$ cat src/rtl/apb_nslave_master.sv
// rtl/apb_nslave_master.sv - APB master bridge driving NUM_SLAVES slaves with waits, errors and timeout
module apb_nslave_master #(
    parameter int AW         = 9,
    parameter int DW         = 8,
    parameter int NUM_SLAVES = 4,
    parameter int TIMEOUT    = 16
) (
    input  logic                     pclk,
    input  logic                     preset,
    input  logic                     transfer,
    input  logic                     read_write,
    input  logic [AW-1:0]            apb_write_paddr,
    input  logic [DW-1:0]            apb_write_data,
    input  logic [AW-1:0]            apb_read_paddr,
    output logic                     req_ready,
    output logic [DW-1:0]            apb_read_data_out,
    output logic                     rsp_valid,
    output logic                     rsp_error,
    output logic [NUM_SLAVES-1:0]    psel,
    output logic                     penable,
    output logic                     pwrite,
    output logic [AW-1:0]            paddr,
    output logic [DW-1:0]            pwdata,
    input  logic [NUM_SLAVES*DW-1:0] prdata,
    input  logic [NUM_SLAVES-1:0]    pready,
    input  logic [NUM_SLAVES-1:0]    pslverr
);

    // Slave-select width is derived, never overridden; at least one bit.
    localparam int SW = (NUM_SLAVES <= 2) ? 1 : $clog2(NUM_SLAVES);
    // Wait counter must be able to hold TIMEOUT; keep one bit when disabled.
    localparam int CW = (TIMEOUT < 1) ? 1 : $clog2(TIMEOUT + 1);

    typedef enum logic [1:0] {
        ST_IDLE,
        ST_SETUP,
        ST_ACCESS,
        ST_DECERR
    } state_t;

    state_t                  state_q;
    logic [SW-1:0]           idx_q;
    logic [CW-1:0]           wait_q;
    logic                    req_ready_q;
    logic [DW-1:0]           rdata_q;
    logic                    rsp_valid_q;
    logic                    rsp_error_q;
    logic [NUM_SLAVES-1:0]   psel_q;
    logic                    penable_q;
    logic                    pwrite_q;
    logic [AW-1:0]           paddr_q;
    logic [DW-1:0]           pwdata_q;

    logic [AW-1:0]           addr_d;
    logic [SW-1:0]           idx_d;
    logic [NUM_SLAVES-1:0]   onehot_d;
    logic [CW-1:0]           wait_d;
    logic                    sel_ready;
    logic                    sel_err;
    logic [DW-1:0]           sel_rdata;
    logic                    timeout_hit;

    // Request decode and selected-slave response mux; other slaves are never looked at.
    always_comb begin
        addr_d    = read_write ? apb_read_paddr : apb_write_paddr;
        idx_d     = addr_d[AW-1 -: SW];
        onehot_d  = '0;
        sel_ready = 1'b0;
        sel_err   = 1'b0;
        sel_rdata = '0;
        for (int i = 0; i < NUM_SLAVES; i++) begin
            onehot_d[i] = (idx_d == SW'(i));
            if (idx_q == SW'(i)) begin
                sel_ready = pready[i];
                sel_err   = pslverr[i];
                sel_rdata = prdata[i*DW +: DW];
            end
        end
        wait_d      = wait_q + 1'b1;
        timeout_hit = (TIMEOUT != 0) && (wait_d == CW'(TIMEOUT));
    end

    // Transfer sequencer with all bus and response outputs registered.
    always_ff @(posedge pclk or posedge preset) begin
        if (preset) begin
            state_q     <= ST_IDLE;
            idx_q       <= '0;
            wait_q      <= '0;
            req_ready_q <= 1'b1;
            rdata_q     <= '0;
            rsp_valid_q <= 1'b0;
            rsp_error_q <= 1'b0;
            psel_q      <= '0;
            penable_q   <= 1'b0;
            pwrite_q    <= 1'b0;
            paddr_q     <= '0;
            pwdata_q    <= '0;
        end else begin
            rsp_valid_q <= 1'b0;
            rsp_error_q <= 1'b0;
            case (state_q)
                ST_IDLE: begin
                    if (transfer) begin
                        paddr_q     <= addr_d;
                        pwdata_q    <= apb_write_data;
                        pwrite_q    <= !read_write;
                        idx_q       <= idx_d;
                        wait_q      <= '0;
                        req_ready_q <= 1'b0;
                        // An index past the populated slaves selects nobody.
                        if (|onehot_d) begin
                            psel_q  <= onehot_d;
                            state_q <= ST_SETUP;
                        end else begin
                            state_q <= ST_DECERR;
                        end
                    end
                end
                ST_SETUP: begin
                    penable_q <= 1'b1;
                    state_q   <= ST_ACCESS;
                end
                ST_ACCESS: begin
                    if (sel_ready) begin
                        psel_q      <= '0;
                        penable_q   <= 1'b0;
                        rsp_valid_q <= 1'b1;
                        rsp_error_q <= sel_err;
                        req_ready_q <= 1'b1;
                        // Read data is returned even alongside a slave error.
                        if (!pwrite_q) begin
                            rdata_q <= sel_rdata;
                        end
                        state_q     <= ST_IDLE;
                    end else if (timeout_hit) begin
                        psel_q      <= '0;
                        penable_q   <= 1'b0;
                        rsp_valid_q <= 1'b1;
                        rsp_error_q <= 1'b1;
                        req_ready_q <= 1'b1;
                        state_q     <= ST_IDLE;
                    end else begin
                        wait_q <= wait_d;
                    end
                end
                ST_DECERR: begin
                    rsp_valid_q <= 1'b1;
                    rsp_error_q <= 1'b1;
                    req_ready_q <= 1'b1;
                    state_q     <= ST_IDLE;
                end
                default: begin
                    state_q <= ST_IDLE;
                end
            endcase
        end
    end

    assign req_ready         = req_ready_q;
    assign apb_read_data_out = rdata_q;
    assign rsp_valid         = rsp_valid_q;
    assign rsp_error         = rsp_error_q;
    assign psel              = psel_q;
    assign penable           = penable_q;
    assign pwrite            = pwrite_q;
    assign paddr             = paddr_q;
    assign pwdata            = pwdata_q;

endmodule

$ cat config.mk
export PLATFORM = sky130hd
export DESIGN_NAME = apb_nslave_master
export DESIGN_NICKNAME = d
export VERILOG_FILES = /design/src/rtl/apb_nslave_master.sv
export SDC_FILE = /design/constraint.sdc
export NUM_CORES = 1
export LEC_CHECK = 0
export BUFFER_PORTS_ARGS = -buffer_cell sky130_fd_sc_hd__buf_2
export CAP_MARGIN = 10
export CORE_MARGIN = 2
export CORE_UTILIZATION = 42
export CTS_BUF_LIST = sky130_fd_sc_hd__clkbuf_4 sky130_fd_sc_hd__clkbuf_8
export DETAILED_ROUTE_END_ITERATION = 10
export GPL_ROUTABILITY_DRIVEN = 0
export PLACE_DENSITY = 0.78
export SYNTH_ARGS = -nofsm -noshare
export SYNTH_HDL_FRONTEND = slang
export SYNTH_SLANG_ARGS = --single-unit
$ cat constraint.sdc
create_clock -name pclk -period 1.7 [get_ports pclk]
set_input_delay 0.17 -clock pclk [delete_from_list [all_inputs] [get_ports pclk]]
set_output_delay 0.17 -clock pclk [all_outputs]
set_load 0.01 [all_outputs]
==> impl_metrics.py <==
metrics = {
    "outcome": {
        "outcome": "finished with violations",
        "violations_in_the_final_reports": "setup timing",
    },
    "timing": {
        "hold_slack_ns": 0.118,
        "post_route_skew_ns": 0.00613,
        "postLayoutSetupSlackWorst_ns": -0.0389,
        "setup-violations-final": 4,
        "max_slew.worst_pin.slew_ns": 0.659,
        "slew_headroom_pct": 55.6,
        "rsz_0062_raised_after_global_routing": "yes",
        "timing_max_transition_violations_final": 0,
        "layout_worst_path_cycle_share_pct": 102,
        "layout_min_cycle_time_ns": 1.74,
        "setup_tns_ns": -0.0539,
        "max_freq_mhz": 575,
        "final-hold-violation-count": 0,
    },
    "route": {
        "route.detailed.drc": 0,
        "initialDrtViolationCount": 51,
        "detail_route.first_pass.iterations": 4,
        "number_of_vias_per_cell_after_detailed_routing": 5.19,
        "wirelength_met1_um": 2080,
        "routed-wl-met3_um": 314,
        "routed-via-count": 1781,
        "highest_layer": "met4",
        "finalWirelength_um": 4770,
        "route.met2.wl_um": 2340,
        "antenna_left": 0,
        "routed_wirelength_normalized_by_instance_count_um": 13.9,
    },
    "critical_path": {
        "type_of_element_capturing_the_critical_path": "flip-flop",
        "critPathKind": "flip-flop to flip-flop",
        "crit_fanout": 5,
        "critPathRequiredTime_ns": 1.93,
        "r2r-start": "idx_q[0]",
        "worst_setup_path_startpoint": "idx_q[0]",
        "critical_path_arrival_ns": 1.96,
        "critPathLaunchType": "flip-flop",
    },
    "floorplan": {
        "core.rowCount": 25,
        "dieArea_um2": 5410,
        "initial_utilization_pct": 43.3,
        "die_y_um": 73.6,
        "design.portCount": 104,
        "fp.dieW_um": 73.6,
        "design.core.area_um2": 4690,
    },
    "clock_network": {
        "clk_path_buf_depth": 2,
        "worst_setup_hold_path_clk_slew_ns": 0.08,
        "cts_max_level": 2,
        "clock_tree.root_cell": "clkbuf_8",
        "clock_sink_count": 41,
        "cts_tree": "built",
        "latest_clock_arrival_within_the_worst_skew_pair_ns": 0.29,
        "cts_made_buffers": 5,
    },
    "layout": {
        "mostFrequentLayoutCell": "buf_2",
        "most-common-layout-cells": "buf_2 (103), dfrtp_1 (40), buf_4 (16), a21oi_1 (12), nor2_1 (11)",
        "diodes": 0,
        "num-nets-final": 360,
        "area.growth.synth_to_final_pct": 43.6,
        "final_layout_size_suffix_gt1_share_pct": 58.5,
        "fillers": 402,
    },
    "synthesis": {
        "synthesis.yosys.warnings": 0,
        "synth.yosys.seq_area_share_pct": 50.5,
        "synth-seq-cells": 41,
        "synth.net_count": 238,
        "syn_avg_cell_area_um2": 12.2,
        "synth_top_flop_cell": "dfrtp_1",
        "post_synth_instance_area_um2": 2030,
        "synth_enable_flop_cells": 0,
        "number_of_unique_standard_cell_types_used_by_synthesis": 37,
        "postSynth.asyncResetShare_pct": 100,
        "synthesis.instances": 166,
    },
    "global_route": {
        "grt_first_pass_wirelength_um": 7280,
        "antenna_found_initial": 0,
        "grt_max_degree": 19,
        "first_global_vias": 1646,
        "grt_remaining_overflow": 0,
        "track_usage_pct": 17.4,
    },
    "run": {
        "drv.max_cap_violation_count": 0,
    },
    "pwr": {
        "p_leak_nw": 1.45,
        "fin_total_pwr_w": 0.00446,
        "pwr_density_nw_per_um2": 1530,
        "ir_worst_vdd_v": 0.000914,
    },
    "worst_hold_path": {
        "min-delay-start": "apb_write_data[5]",
        "hold_path.class": "input pin to flip-flop",
    },
    "place": {
        "number_of_buffer_cells_added_on_primary_ports": 103,
        "dp.final_hpwl_um": 3640,
    },
}
## sequential cells by signal, indices dropped and copies added, names as in the netlist
register and flops:
psel 4, pwrite 1, pwdata 8, req_ready 1, apb_read_data_out 8, state_q 2, penable 1, idx_q 1
rsp_error 1, paddr 8, rsp_valid 1, wait_q 5
## power by group
part | internal [W] | switching [W]
clock | 0.000283 | 0.000317
combinational | 0.00119 | 0.00103
sequential | 0.00140 | 0.000238
## layout make-up
class	count	area [um^2]	area share, %
Multi-Input combinational cell	111	1030	35.2
Sequential cell	41	1030	35.2
Timing Repair Buffer	123	688	23.6
Clock buffer	5	68.8	2.36
Clock inverter	3	17.5	0.600
Inverter	6	22.5	0.772
Tap cell	54	67.6	2.31
## cell families (layout without fill, tap and decap cells)
logic type,Yosys count,count (layout),share of synthesized area (%)
AND/OR/NAND/NOR,34,34,7.82
AO/OA/AOI/OAI,37,37,11.8
multiplexers,38,38,26.0
buffers and inverters,14,137,2.65
adder cells (fa/ha/maj),2,2,1.23
flip-flops,41,41,50.5
## final timing paths
kind	end	slack [ns]	cells past startpoint
max	wait_q[4]	-0.04	4
min	pwdata[5]	0.12	2
max reg2reg	wait_q[4]	-0.04	4
min reg2reg	req_ready	0.49	2
max in group asynchronous	req_ready	0.66	4
min in group asynchronous	apb_read_data_out[6]	0.42	3
## metal layers
layer,GRT usage [%],vias up
met1,23.1,841
met5,0,-
li1,-,859
met4,3.84,0
met2,29.0,77
met3,4.12,4
## worst max-delay path, stage by stage (launching register included)
cell     delay (ns)
dfrtp_1        0.37
mux4_2         0.59
or4_1          0.43
o21ai_1        0.14
a22o_1         0.16
## metrics by stage
| stage | setup WS, ns | utilization (%) | instance area [um^2] | instances |
|---|---|---|---|---|
| 2_1_floorplan | -0.0558 | - | 2030 | 166 |
| 3_3_place_gp | -0.000521 | 58.3 | 2740 | 333 |
| 3_5_place_dp | -0.0463 | 58.3 | 2740 | 333 |
| 4_1_cts | -0.0459 | 60.6 | 2850 | 343 |
| 5_1_grt | -0.127 | 62.2 | 2920 | 343 |
| 6_report | -0.0389 | 62.2 | 2920 | 343 |
## cell usage after synthesis, types with 2 or more instances
library cell,instances,area [um^2]
o21ai_0,5,25.0
ha_1,2,25.0
o2bb2ai_1,4,35.0
clkbuf_1,7,26.3
inv_1,5,18.8
nor2_1,12,45.0
o21a_1,2,15.0
mux2i_1,10,100
nand3_1,2,10.0
nand2_1,11,41.3
nand2b_1,2,12.5
mux2_2,18,203
dfrtp_1,40,1000
mux4_2,10,225
a21oi_1,14,70.1
## timing repair
item | 4_1_cts | 5_1_grt
buffers inserted | 1 | 0
cloned | 0 | 0
gates resized for setup | 2 | 17
hold buffers | 1 | 0
pin swaps | 2 | 6
endpoints found under the hold margin | 16 | 0
setup endpoints to repair | 15 | 22
No activity file was read; power rests on OpenSTA's default activity.
